--- config.mk ---
export PLATFORM = sky130hd
export DESIGN_NAME = acia_tx_fifo
export DESIGN_NICKNAME = d
export VERILOG_FILES = /design/src/rtl/acia_pkg.sv /design/src/rtl/acia_sync_fifo.sv /design/src/rtl/acia_tx_fifo.sv
export SDC_FILE = /design/constraint.sdc
export NUM_CORES = 1
export LEC_CHECK = 0
export ABC_AREA = 1
export CORE_ASPECT_RATIO = 0.8
export CORE_MARGIN = 3
export CORE_UTILIZATION = 50
export CTS_CLUSTER_SIZE = 25
export DETAILED_ROUTE_END_ITERATION = 8
export PLACE_DENSITY_LB_ADDON = 0.08
export SYNTH_ARGS = -nofsm -noshare
export SYNTH_HDL_FRONTEND = slang
export SYNTH_SLANG_ARGS = --single-unit
--- constraint.sdc ---
create_clock -name PHI2 -period 2.25 [get_ports PHI2]
set_input_delay 0.45 -clock PHI2 [delete_from_list [all_inputs] [get_ports PHI2]]
set_output_delay 0.45 -clock PHI2 [all_outputs]
set_load 0.02 [all_outputs]
--- src/rtl/acia_pkg.sv ---
// ============================================================================
// acia_pkg : shared types, field encodings and frame-timing helpers for the
//            ACIA transmitter.  Rev 1.0
// ============================================================================
`default_nettype none

package acia_pkg;

  typedef enum logic [2:0] {
    S_IDLE   = 3'd0,
    S_START  = 3'd1,
    S_DATA   = 3'd2,
    S_PARITY = 3'd3,
    S_STOP   = 3'd4,
    S_BREAK  = 3'd5
  } state_t;

  localparam logic [1:0] WL_8 = 2'b00;
  localparam logic [1:0] WL_7 = 2'b01;
  localparam logic [1:0] WL_6 = 2'b10;
  localparam logic [1:0] WL_5 = 2'b11;

  localparam logic [1:0] PAR_ODD   = 2'b00;
  localparam logic [1:0] PAR_EVEN  = 2'b01;
  localparam logic [1:0] PAR_MARK  = 2'b10;
  localparam logic [1:0] PAR_SPACE = 2'b11;

  typedef enum logic [1:0] {
    STOP_1   = 2'd0,
    STOP_1P5 = 2'd1,
    STOP_2   = 2'd2
  } stop_sel_t;

  function automatic stop_sel_t stop_sel(input logic sbn, input logic [1:0] wl,
                                         input logic pme);
    if (!sbn)                    return STOP_1;
    else if (wl == WL_8 && pme)  return STOP_1;
    else if (wl == WL_5 && !pme) return STOP_1P5;
    else                         return STOP_2;
  endfunction

  function automatic int unsigned stop_ticks(input logic sbn, input logic [1:0] wl,
                                             input logic pme, input int unsigned os);
    case (stop_sel(sbn, wl, pme))
      STOP_1:   return os;
      STOP_1P5: return (3 * os) / 2;
      default:  return 2 * os;
    endcase
  endfunction

  function automatic logic [3:0] nbits_from_wl(input logic [1:0] wl);
    return 4'd8 - {2'b00, wl};
  endfunction

endpackage

`default_nettype wire

--- src/rtl/acia_sync_fifo.sv ---
// ============================================================================
// acia_sync_fifo : single-clock FIFO with registered full/empty/level flags.
//                  Rev 1.0
// ============================================================================
`default_nettype none

module acia_sync_fifo #(
  parameter int DEPTH = 4,
  parameter int WIDTH = 8,
  parameter int LVL_W = $clog2(DEPTH) + 1
) (
  input  logic             clk,
  input  logic             rst,
  input  logic             i_push,
  input  logic             i_pop,
  input  logic [WIDTH-1:0] i_data,
  output logic [WIDTH-1:0] o_data,
  output logic             o_full,
  output logic             o_empty,
  output logic [LVL_W-1:0] o_level
);

  localparam int PW = $clog2(DEPTH);

  logic [WIDTH-1:0] r_mem [DEPTH];
  logic [PW-1:0]    r_wptr;
  logic [PW-1:0]    r_rptr;
  logic [LVL_W-1:0] r_level;
  logic             r_full;
  logic             r_empty;
  logic             w_do_pop;
  logic             w_do_push;
  logic [LVL_W-1:0] w_level_nxt;

  // A push into a full FIFO is still legal when a pop frees a slot this cycle.
  assign w_do_pop  = i_pop && !r_empty;
  assign w_do_push = i_push && (!r_full || w_do_pop);

  always_comb begin
    w_level_nxt = r_level;
    case ({w_do_push, w_do_pop})
      2'b10:   w_level_nxt = r_level + 1'b1;
      2'b01:   w_level_nxt = r_level - 1'b1;
      default: w_level_nxt = r_level;
    endcase
  end

  always_ff @(posedge clk) begin
    if (w_do_push) r_mem[r_wptr] <= i_data;
  end

  always_ff @(posedge clk) begin
    if (rst) begin
      r_wptr  <= '0;
      r_rptr  <= '0;
      r_level <= '0;
      r_full  <= 1'b0;
      r_empty <= 1'b1;
    end else begin
      if (w_do_push) r_wptr <= r_wptr + 1'b1;
      if (w_do_pop)  r_rptr <= r_rptr + 1'b1;
      r_level <= w_level_nxt;
      r_full  <= (w_level_nxt == LVL_W'(DEPTH));
      r_empty <= (w_level_nxt == '0);
    end
  end

  assign o_data  = r_mem[r_rptr];
  assign o_full  = r_full;
  assign o_empty = r_empty;
  assign o_level = r_level;

endmodule

`default_nettype wire

--- src/rtl/acia_tx_fifo.sv ---
// ============================================================================
// acia_tx_fifo : FIFO-fed async serialiser (5-8 bits, parity, 1/1.5/2 stop).
//                Break generation is built only with ACIA_TX_BREAK_EN defined.
//                Rev 1.0
// ============================================================================
`default_nettype none

module acia_tx_fifo
  import acia_pkg::*;
#(
  parameter int FIFO_DEPTH = 4,
  parameter int OVERSAMPLE = 16,
  parameter int LVL_W      = $clog2(FIFO_DEPTH) + 1
) (
  input  logic             PHI2,
  input  logic             RESET,
  input  logic             BCLK_EN,
  input  logic             CTSB,
  input  logic [7:0]       TXDATA,
  input  logic             TXLATCH,
  input  logic [1:0]       R_WL,
  input  logic             R_PME,
  input  logic [1:0]       R_PMC,
  input  logic             R_SBN,
  input  logic             R_BRK,
  output logic             TX,
  output logic             TXFULL,
  output logic             TXEMPTY,
  output logic             TXBUSY,
  output logic [LVL_W-1:0] TX_LEVEL,
  output logic             OVERRUN
);

  localparam int            TW         = $clog2(2 * OVERSAMPLE) + 1;
  localparam logic [TW-1:0] C_BIT_LAST = TW'(OVERSAMPLE - 1);

  state_t        r_state;
  logic [TW-1:0] r_tick;
  logic [TW-1:0] r_stop_last;
  logic [7:0]    r_shift;
  logic [3:0]    r_bitcnt;
  logic [3:0]    r_nbits_last;
  logic          r_par;
  logic          r_pme;
  logic [1:0]    r_pmc;
  logic          r_tx;
  logic          r_ovr;
  logic [7:0]    w_head;
  logic          w_full;
  logic          w_empty;
  logic          w_brk;
  logic          w_pop;
  logic          w_push;
  logic          w_par_final;
  logic          w_par_bit;

`ifdef ACIA_TX_BREAK_EN
  logic          r_brk_mark;
  assign w_brk = R_BRK;
`else
  logic          w_unused_brk;
  assign w_unused_brk = R_BRK;
  assign w_brk        = 1'b0;
`endif

  // Pop only on a tick, from IDLE or on the last STOP tick (gapless back-to-back).
  assign w_pop  = BCLK_EN && !w_empty && !CTSB && !w_brk &&
                  ((r_state == S_IDLE) || (r_state == S_STOP && r_tick == r_stop_last));
  assign w_push = TXLATCH && (!w_full || w_pop);

  acia_sync_fifo #(
    .DEPTH (FIFO_DEPTH),
    .WIDTH (8),
    .LVL_W (LVL_W)
  ) u_fifo (
    .clk     (PHI2),
    .rst     (RESET),
    .i_push  (TXLATCH),
    .i_pop   (w_pop),
    .i_data  (TXDATA),
    .o_data  (w_head),
    .o_full  (w_full),
    .o_empty (w_empty),
    .o_level (TX_LEVEL)
  );

  assign w_par_final = r_par ^ r_shift[0];

  always_comb begin
    w_par_bit = 1'b1;
    case (r_pmc)
      PAR_ODD:  w_par_bit = ~w_par_final;
      PAR_EVEN: w_par_bit = w_par_final;
      PAR_MARK: w_par_bit = 1'b1;
      default:  w_par_bit = 1'b0;
    endcase
  end

  always_ff @(posedge PHI2) begin
    if (RESET) begin
      r_state      <= S_IDLE;
      r_tick       <= '0;
      r_stop_last  <= '0;
      r_shift      <= '0;
      r_bitcnt     <= '0;
      r_nbits_last <= '0;
      r_par        <= 1'b0;
      r_pme        <= 1'b0;
      r_pmc        <= '0;
      r_tx         <= 1'b1;
      r_ovr        <= 1'b0;
`ifdef ACIA_TX_BREAK_EN
      r_brk_mark   <= 1'b0;
`endif
    end else begin
      r_ovr <= TXLATCH && !w_push;
      if (w_pop) begin
        r_shift      <= w_head;
        r_nbits_last <= nbits_from_wl(R_WL) - 4'd1;
        r_pme        <= R_PME;
        r_pmc        <= R_PMC;
        r_stop_last  <= TW'(stop_ticks(R_SBN, R_WL, R_PME, OVERSAMPLE) - 1);
        r_bitcnt     <= '0;
        r_par        <= 1'b0;
        r_tick       <= '0;
        r_tx         <= 1'b0;
        r_state      <= S_START;
      end else if (BCLK_EN) begin
        case (r_state)
          S_IDLE: begin
            r_tx <= 1'b1;
`ifdef ACIA_TX_BREAK_EN
            if (R_BRK) begin
              r_state    <= S_BREAK;
              r_tx       <= 1'b0;
              r_tick     <= '0;
              r_brk_mark <= 1'b0;
            end
`endif
          end
          S_START: begin
            if (r_tick == C_BIT_LAST) begin
              r_tick  <= '0;
              r_state <= S_DATA;
              r_tx    <= r_shift[0];
            end else r_tick <= r_tick + 1'b1;
          end
          S_DATA: begin
            if (r_tick == C_BIT_LAST) begin
              r_tick  <= '0;
              r_par   <= w_par_final;
              r_shift <= r_shift >> 1;
              if (r_bitcnt == r_nbits_last) begin
                r_state <= r_pme ? S_PARITY : S_STOP;
                r_tx    <= r_pme ? w_par_bit : 1'b1;
              end else begin
                r_bitcnt <= r_bitcnt + 4'd1;
                r_tx     <= r_shift[1];
              end
            end else r_tick <= r_tick + 1'b1;
          end
          S_PARITY: begin
            if (r_tick == C_BIT_LAST) begin
              r_tick  <= '0;
              r_state <= S_STOP;
              r_tx    <= 1'b1;
            end else r_tick <= r_tick + 1'b1;
          end
          S_STOP: begin
            if (r_tick == r_stop_last) begin
              r_tick  <= '0;
              r_state <= S_IDLE;
`ifdef ACIA_TX_BREAK_EN
              if (R_BRK) begin
                r_state    <= S_BREAK;
                r_tx       <= 1'b0;
                r_brk_mark <= 1'b0;
              end
`endif
            end else r_tick <= r_tick + 1'b1;
          end
`ifdef ACIA_TX_BREAK_EN
          S_BREAK: begin
            if (!r_brk_mark) begin
              if (!R_BRK) begin
                r_brk_mark <= 1'b1;
                r_tx       <= 1'b1;
                r_tick     <= '0;
              end
            end else if (r_tick == C_BIT_LAST) begin
              r_tick     <= '0;
              r_brk_mark <= 1'b0;
              r_state    <= S_IDLE;
            end else r_tick <= r_tick + 1'b1;
          end
`endif
          default: begin
            r_state <= S_IDLE;
            r_tx    <= 1'b1;
          end
        endcase
      end
    end
  end

  assign TX      = r_tx;
  assign TXFULL  = w_full;
  assign TXEMPTY = w_empty;
  assign TXBUSY  = (r_state != S_IDLE);
  assign OVERRUN = r_ovr;

endmodule

`default_nettype wire

==> impl_metrics.toml <==
[drt]
drt_iter0_drc = 157
routed_wl_um = 7590
wl_per_cell_um = 13.5
vias_per_cell = 5.12
firstDrtPassIters = 5
vias = 2876
drc = 0
ant_nets = 0

[critical_path]
cpPeakStageDelay_ns = 0.36
r2r_end = "u_fifo.o_empty"
critPathMaxFanout = 3
reg2reg_from = "r_tick[3]"
crit_type = "reg2reg"
crit_path_start_kind = "flip-flop"
cp_num_buf_inv = 1
required_ns = 2.49
critPathCaptureType = "flip-flop"
crit_chain = "inv_2 > nand2_1 > nand2_1 > nand2_2 > nor2_4 > nand3_4 > nand2_4 > nand2_4 > nand2_4 > nand2_4 > ha_4 > fa_2 > a21oi_2 > o21ai_2 > xor2_2 > nor2_2 > a21oi_2"
reg2reg_setup_slack_ns = -0.06
cp_top_family = "simple AND/OR/NAND/NOR gates"
cp_slowest_cell = "fa_2"
r2r_cells = 17
arrival_ns = 2.55
crit_path_frequent_cell = "nand2_4"

[hold_path]
hp-class = "reg2reg"
min_to = "r_stop_last[5]"
holdPathStages = 2
hold_start = "r_stop_last[5]"

[die]
boundaryPins = 28
chipHeight_um = 81.8
die_w_um = 101
num_rows = 26
start_util = 0.538
core_sq_um = 6670
dieArea_sq_um = 8240

[outcome]
violations = "negative setup slack"
status = "finished with violations"

[sta]
slew_viol_final = 0
finalCriticalPeriod_ns = 2.31
fmax_mhz = 433
worst_pin_slew_ns = 0.516
setup_viol = 1
final.setup.worst_slack_ns = -0.0584
rsz0062_at_grt = "yes"
fin_tns_setup_ns = -0.0584
skew_ns = 0.0139
hold_viol_final = 0
finalCritPeriodShare = 1.03
max-slew-margin-rel = 0.656

[place]
place_hpwl_um = 5310
placed_cells = 538
io_buffers = 26
routabilityCongestion = 0.858
placed_cell_area_sq_um = 4080

[synth]
ys_types = 36
syn_avg_cell_area_sq_um = 8.63
ys_warn_count = 0
syn_nets = 444
synth_seq_cells = 76
synth_seq_area_share = 0.513
netlist_instances = 416
netlist_area_sq_um = 3590

[power_and_ir_drop]
p_leak_nw = 1.74
power_density_nw_per_um2 = 885
p_total_mw = 3.87
ir_drop_uv = 625

[clock_tree]
htreeDepth = 3
clockBufferDepth = 2
cts.clk_slew.worst_paths_ns = 0.09
clk_latency_ns = 0.35
root_buffer = "clkbuf_8"
tritoncts = "yes"
cts-buffers-inserted = 9
cts.sinks = 76

[layout]
final_area_sq_um = 4370
final_cell_mix = "nand2_1 (82), nor2_1 (61), dfxtp_1 (38), edfxtp_1 (32), buf_4 (31)"
final_nets = 501
syn2layout_area_growth_pct = 21.9
final.fill_count = 557
final_common_cell = "nand2_1"
antennaDiodeCount = 0
layoutNonFillerInstCount = 562
drive_gt1_frac = 0.203

[grt]
overflow = 0
grt_max_degree = 29
grt_pass1_wl_um = 12200
antenna_found_initial = 0
track_usage = 0.191
grt_pass1_vias = 2601

[flow_run]
drv_cap = 0
layout make-up:
cell class / count / area [sq um] / area share
inverter: 41 / 155 / 0.0355
clock buffer: 9 / 124 / 0.0283
timing repair buffer: 57 / 492 / 0.112
sequential: 76 / 1850 / 0.423
multi-input combinational: 288 / 1580 / 0.360
clock inverter: 7 / 73.8 / 0.0169
tap: 84 / 105 / 0.0240
routing by layer:
layer	GRT usage	share of wire
met1	0.275	0.50
met2	0.285	0.43
met3	0.0450	0.058
met4	0.0592	0.014
met5	0	0
cells in the mapped netlist, drive strengths merged:
master / instances / share of area
a21oi: 33 / 0.051
buf: 8 / 0.018
clkbuf: 3 / 0.0031
clkinv: 1 / 0.0014
dfxtp: 44 / 0.25
edfxtp: 32 / 0.27
fa: 1 / 0.0056
ha: 7 / 0.024
inv: 40 / 0.042
mux2i: 1 / 0.0028
nand2: 92 / 0.11
nand3: 24 / 0.042
nand3b: 7 / 0.015
nand4: 2 / 0.0035
nor2: 67 / 0.078
nor3: 6 / 0.013
nor3b: 1 / 0.0035
o211ai: 1 / 0.0021
o21ai: 36 / 0.051
o22ai: 1 / 0.0017
o32ai: 2 / 0.0049
xor2: 7 / 0.017
power breakdown:
group          total, mW  internal, mW  switching [mW]
Sequential          1.69          1.58           0.117
Clock               1.04         0.518           0.518
Combinational       1.14         0.468           0.674
Total               3.87          2.56            1.31
stage by stage:
| stage | hold WS, ns | setup WS [ns] | util |
|---|---|---|---|
| after CTS | 0.458 | -0.00289 | 0.645 |
| after floorplan | 0.430 | -0.0595 | - |
| after detailed placement | 0.445 | -0.432 | 0.611 |
| after global routing | 0.485 | -0.159 | 0.656 |
| final | 0.460 | -0.0584 | 0.656 |
| after global placement | 0.442 | -0.358 | 0.611 |
worst reg2reg max path, cell delays in order (launching register included):
cell     delay, ns
dfxtp_2       0.34
inv_2         0.06
nand2_1       0.05
nand2_1       0.06
nand2_2       0.07
nor2_4        0.13
nand3_4       0.10
nand2_4       0.08
nand2_4       0.06
nand2_4       0.08
nand2_4       0.05
ha_4          0.16
fa_2          0.36
a21oi_2       0.15
o21ai_2       0.08
xor2_2        0.16
nor2_2        0.16
a21oi_2       0.05
state kept, by name, summed over array words and instances, names as in the netlist, 3 cells and up, named ones only:
| signal | count |
|---|---|
| r_shift | 8 |
| r_bitcnt | 4 |
| u_fifo.r_mem | 32 |
| r_stop_last | 4 |
| r_state | 3 |
| r_tick | 6 |
| u_fifo.o_level | 3 |
worst max-delay path by stage:
stage          cells past startpoint      start        endpoint  slack [ns]
6_report                          17  r_tick[3]  u_fifo.o_empty       -0.06
5_1_grt                           17  r_tick[3]  u_fifo.o_empty       -0.16
4_1_cts                           17  r_tick[4]  u_fifo.o_empty      -0.003
3_5_place_dp                      13    BCLK_EN  u_fifo.o_empty       -0.43
3_3_place_gp                      13    BCLK_EN  u_fifo.o_empty       -0.36
2_1_floorplan                     18  r_tick[4]  u_fifo.o_empty       -0.06
logic make-up (layout without fill, tap and decap cells):
group	after synthesis	count (layout)	synth area share
DFF	76	76	0.513
muxes	1	1	0.00279
AOI/OAI and AO/OA	73	73	0.111
and+or+nand+nor	199	199	0.261
adders and majority gates	8	8	0.0300
xor gates and xnor gates	7	7	0.0171
buffers and inverters	52	114	0.0645
what timing repair did:
action | CTS | global route
hold buffers | 0 | 0
pin swaps | 8 | 8
hold endpoints to repair | 0 | 0
setup buffers | 3 | 5
resized for setup | 5 | 10
setup endpoints to repair | 2 | 3
No activity file was read; power rests on OpenSTA's default activity.
